--- src/rtl/pipe_skid_reg.sv ---
// Generic valid/ready pipeline stage with a two-entry skid buffer and a registered in_ready.
// Define PIPE_SKID_PERF_EN to add the stall and transfer performance counters.
module pipe_skid_reg #(
   parameter int                DATA_W   = 32,
   parameter logic [DATA_W-1:0] RST_DATA = '0
) (
   input  logic              clk,
   input  logic              rst_n,
   input  logic              flush,
   input  logic              in_valid,
   output logic              in_ready,
   input  logic [DATA_W-1:0] in_data,
   output logic              out_valid,
   input  logic              out_ready,
   output logic [DATA_W-1:0] out_data,
`ifdef PIPE_SKID_PERF_EN
   output logic [31:0]       perf_stall_cnt,
   output logic [31:0]       perf_xfer_cnt,
`endif
   output logic [1:0]        out_count
);

   typedef enum logic [1:0] {
      EMPTY = 2'd0,
      HALF  = 2'd1,
      FULL  = 2'd2
   } state_t;

   state_t            r_state;
   logic              r_out_valid;
   logic              r_in_ready;
   logic [DATA_W-1:0] r_main;
   logic [DATA_W-1:0] r_skid;

   logic w_push;
   logic w_pop;

   assign w_push = in_valid & r_in_ready;
   assign w_pop  = r_out_valid & out_ready;

   // r_state is the FSM state; out_valid/in_ready are flops updated with it.
   always_ff @(posedge clk or negedge rst_n) begin
      if (!rst_n) begin
         r_state     <= EMPTY;
         r_out_valid <= 1'b0;
         r_in_ready  <= 1'b1;
         r_main      <= RST_DATA;
         r_skid      <= RST_DATA;
      end else if (flush) begin
         r_state     <= EMPTY;
         r_out_valid <= 1'b0;
         r_in_ready  <= 1'b1;
         r_main      <= RST_DATA;
         r_skid      <= RST_DATA;
      end else begin
         case (r_state)
            EMPTY: begin
               if (w_push) begin
                  r_main      <= in_data;
                  r_out_valid <= 1'b1;
                  r_state     <= HALF;
               end
            end
            HALF: begin
               if (w_push && w_pop) begin
                  r_main <= in_data;
               end else if (w_push) begin
                  r_skid     <= in_data;
                  r_in_ready <= 1'b0;
                  r_state    <= FULL;
               end else if (w_pop) begin
                  // head data is left in place; only the valid bit drops
                  r_out_valid <= 1'b0;
                  r_state     <= EMPTY;
               end
            end
            FULL: begin
               if (w_pop) begin
                  r_main     <= r_skid;
                  r_in_ready <= 1'b1;
                  r_state    <= HALF;
               end
            end
            default: begin
               r_state     <= EMPTY;
               r_out_valid <= 1'b0;
               r_in_ready  <= 1'b1;
            end
         endcase
      end
   end

   assign in_ready  = r_in_ready;
   assign out_valid = r_out_valid;
   assign out_data  = r_main;
   assign out_count = r_state;

`ifdef PIPE_SKID_PERF_EN
   logic [31:0] r_stall_cnt;
   logic [31:0] r_xfer_cnt;

   // saturating; flush intentionally leaves the counts alone
   always_ff @(posedge clk or negedge rst_n) begin
      if (!rst_n) begin
         r_stall_cnt <= '0;
         r_xfer_cnt  <= '0;
      end else begin
         if (r_out_valid && !out_ready && (r_stall_cnt != 32'hFFFF_FFFF))
            r_stall_cnt <= r_stall_cnt + 32'd1;
         if (w_pop && (r_xfer_cnt != 32'hFFFF_FFFF))
            r_xfer_cnt <= r_xfer_cnt + 32'd1;
      end
   end

   assign perf_stall_cnt = r_stall_cnt;
   assign perf_xfer_cnt  = r_xfer_cnt;
`endif

   a_count_legal : assert property (@(posedge clk) disable iff (!rst_n) out_count != 2'd3);

endmodule

--- config.mk ---
export PLATFORM = sky130hd
export DESIGN_NAME = pipe_skid_reg
export DESIGN_NICKNAME = d
export VERILOG_FILES = /design/src/rtl/pipe_skid_reg.sv
export SDC_FILE = /design/constraint.sdc
export NUM_CORES = 1
export LEC_CHECK = 0
export CAP_MARGIN = 20
export CORE_ASPECT_RATIO = 1.1
export CORE_MARGIN = 2
export CORE_UTILIZATION = 54
export CTS_CLUSTER_SIZE = 40
export DETAILED_ROUTE_END_ITERATION = 10
export PLACE_DENSITY = 0.87
export SLEW_MARGIN = 20
export SYNTH_ARGS = -nofsm -noshare
export SYNTH_HDL_FRONTEND = slang
export SYNTH_SLANG_ARGS = --single-unit
--- constraint.sdc ---
create_clock -name clk -period 2.55 [get_ports clk]
set_input_delay 0.255 -clock clk [delete_from_list [all_inputs] [get_ports clk]]
set_output_delay 0.255 -clock clk [all_outputs]
set_load 0.02 [all_outputs]
==> summary.md <==
| Metric | Value |
|---|---|
| Status | `finished with violations` |
| Chip Width | `77.8 microns` |
| TritonCTS clock tree | `done` |
| Critical path's slowest cell | `dfstp_2` |
| Post-CTS Setup Inserts | `0` |
| Via count | `between 2,000 and 3,000` |
| Type of origin of the critical path | `flop` |
| Synth top area share | `0.519` |
| Clk pin slew, worst setup/hold paths | `approximately 0.070 ns` |
| Netlist cell types | `28` |
| 1st-pass router iterations | `4` |
| Total CTS buffers | `9` |
| FF-to-FF setup slack | `roughly 0.65 ns` |
| Largest family of logic cells by synthesized area | `compound AO/OA/AOI/OAI gates` |
| CP Capture Type | `flop` |
| Layout cells sized above 1 | `0.142` |
| Placer congestion estimate | `0.772` |
| Antenna Violating Nets Remaining | `0` |
| Mux cell area share after synthesis | `0.0991` |
| Setup TNS | `0 ns` |
| Initial DRC count | `180` |
| Vias per inst | `5.48` |
| Core box area | `about 5800 sq um` |
| Crit-path max cell delay | `0.58 ns` |
| Die H | `85.2 microns` |
| Post-DP HPWL | `4.53 mm` |
| Initial Util | `0.560` |
| Yosys Warn Count | `0` |
| Mapped Cells | `313` |
| Hold Slack | `-0.00849 ns` |
| Fin. Hold Viols | `3` |
| Max Slew Vio Count | `0` |
| Clock root cell | `clkbuf_8` |
| Grt ovf | `0` |
| Register area share after synthesis | `0.527` |
| Crit Path Max Fanout | `between 60 and 70` |
| Post-Syn Nets | `350` |
| Residual DRC | `0` |
| WP data required | `2.74 ns` |
| Total global-route track usage | `0.221` |
| Cell taking the most area after synthesis | `dfrtp_1` |
| Syn avg cell area | `10.3 sq um` |
| R2R depth | `5` |
| CP delay by family, top | `flip-flops` |
| Worst Max-Slew Pin Slew | `0.827 ns` |
| Final period utilization | `0.746` |
| WL final | `6.98 mm` |
| Ant diodes | `0` |
| First-pass GRT wire length | `around 11 mm` |
| Most common cell after layout, fill and taps aside | `nand2_1` |
| Core Rows | `29` |
| Synth Area in Adders | `0` |
| Mapped Area | `3230 sq um` |
| Synth Area in XOR/XNOR | `0` |
| Worst r2r dst | `out_data[15]` |
| Peak supply drop | `488 uV` |
| Sink Count | `68` |
| Worst Clk Skew | `0.00511 ns` |
| Clock Path Buffers | `2` |
| Fmax | `526 MHz` |
| Port bufs | `72` |
| Slew headroom | `0.448` |
| Worst min-delay path class | `input port to asynchronous set/reset pin` |
| Most frequent cells in the layout | `98 x nand2_1, 70 x clkdlybuf4s50_1, 67 x dfrtp_1` |
| Worst path bufs/invs | `1` |
| Worst r2r src | `in_ready` |
| Min Tclk post-route | `about 1.9 ns` |
| Worst skew pair latency | `about 0.34 ns` |
| LEAKAGE | `1.68 nW` |
| Resized cells post-CTS | `0` |
| CP cell instances | `nand2_2 -> o311a_2 -> buf_4 -> nand2_1 -> o31ai_2` |
| Vias in the first global route | `2,398` |
| Fillers | `414` |
| Unrepaired setup endpoints after global routing | `false` |
| # H-tree levels | `3` |
| Post-cts hold buffer count | `0` |
| CP Class | `flop to flop` |
| Finished Cell Area | `4180 sq um` |
| Power per cell area | `679 nW/um^2` |
| Final Setup Violations | `0` |
| Layout area overhead | `29.3%` |
| Die ar. | `between 6000 and 7000 sq um` |
| DP Area | `3990 sq um` |
| WL/cell | `15.3 microns` |
| Post-synthesis simple-gate area fraction | `0.139` |
| Final #Nets | `414` |
| Seq cells post-synth | `68` |
| Largest net degree at the start of global routing | `68` |
| WP data arrival | `2.10 ns` |
| Failing checks | `hold timing` |
| Post-synthesis compound-gate area fraction | `0.188` |
| Synth area leaders | `dfrtp_1 52%, nand2_1 11%, o31ai_2 11%` |
| Max Cap Viol | `0` |
| Initial antenna violation count | `0` |
| Num ports | `73` |
worst register-to-register path, stage by stage (launching register included):
cell and delay (ns):
dfstp_2 0.58, nand2_2 0.12, o311a_2 0.39, buf_4 0.33, nand2_1 0.26, o31ai_2 0.08
sequential cells by signal, summed over array words and instances (netlist names):
| name | count |
|---|---|
| in_ready | 1 |
| out_data | 32 |
| r_skid | 32 |
| out_count | 2 |
| out_valid | 1 |
cells in the mapped netlist:
cell       n
nand4b_1   1
mux2i_1   32
buf_6      4
clkbuf_1   7
a21oi_1   36
o21bai_1   1
buf_4      1
nand2b_1   1
nor3_1     2
o31ai_1    4
nand4_1    1
dfrtp_1   67
o31ai_2   28
nor2_1     3
a21boi_0   1
and2b_1    2
buf_1      1
dfstp_2    1
nand2_2    1
buf_2     12
nand2_1   98
o22ai_1    1
and2_1     1
a31oi_1    2
nor3b_2    1
inv_1      2
o21ai_0    1
o311a_1    1
per-layer routing:
| metal | global-route usage | wire, microns |
|---|---|---|
| met4 | 0.110 | 164 |
| met1 | 0.272 | 2810 |
| met3 | 0.0372 | 255 |
| met2 | 0.376 | 3750 |
| met5 | 0 | 0 |
power breakdown:
part | internal [W] | total (W) | switching, W
logic | 0.000324 | 0.000714 | 0.000390
clock network | 0.000493 | 0.000866 | 0.000373
registers | 0.00119 | 0.00126 | 0.0000721
area by class of cell:
cell class                      instances  area (sq um)  share of cell area
Timing Repair Buffer                   78           793               0.190
Inverter                                2          7.51             0.00180
Sequential cell                        68          1700               0.407
Clock inverter                          2          35.0             0.00838
Multi-Input combinational cell        218          1390               0.332
Tap cell                               77          96.3              0.0231
Clock buffer                           12           155              0.0371
how the worst max path moves through the flow:
stage	from	endpoint	slack [ns]	cells past startpoint
final	in_ready	out_data[15]	0.65	5
after global routing	in_ready	out_data[18]	0.54	4
after CTS	in_ready	out_data[19]	0.65	4
after detailed placement	in_valid	out_data[19]	0.43	5
after global placement	in_valid	out_data[16]	0.49	5
after floorplan	in_ready	out_data[0]	0.91	6
cells by family after synthesis:
logic type             Yosys count
AOI/OAI and AO/OA               75
buffers and inverters           27
DFF                             68
muxes                           32
and+or+nand+nor                111
metrics by stage:
step | util | worst slack [ns] | hold WS, ns | instances | total power [W]
final | 0.724 | 0.647 | -0.00849 | 457 | 0.00284
after global routing | 0.724 | 0.539 | 0.0500 | 457 | 0.00298
after CTS | 0.724 | 0.648 | 0.00908 | 457 | 0.00286
after detailed placement | 0.691 | 0.427 | 0.373 | 443 | 0.00200
after global placement | 0.691 | 0.488 | 0.363 | 443 | 0.00197
after floorplan | - | 0.913 | -0.0406 | 313 | 0.00169
Power figures use the tool's default switching activity.
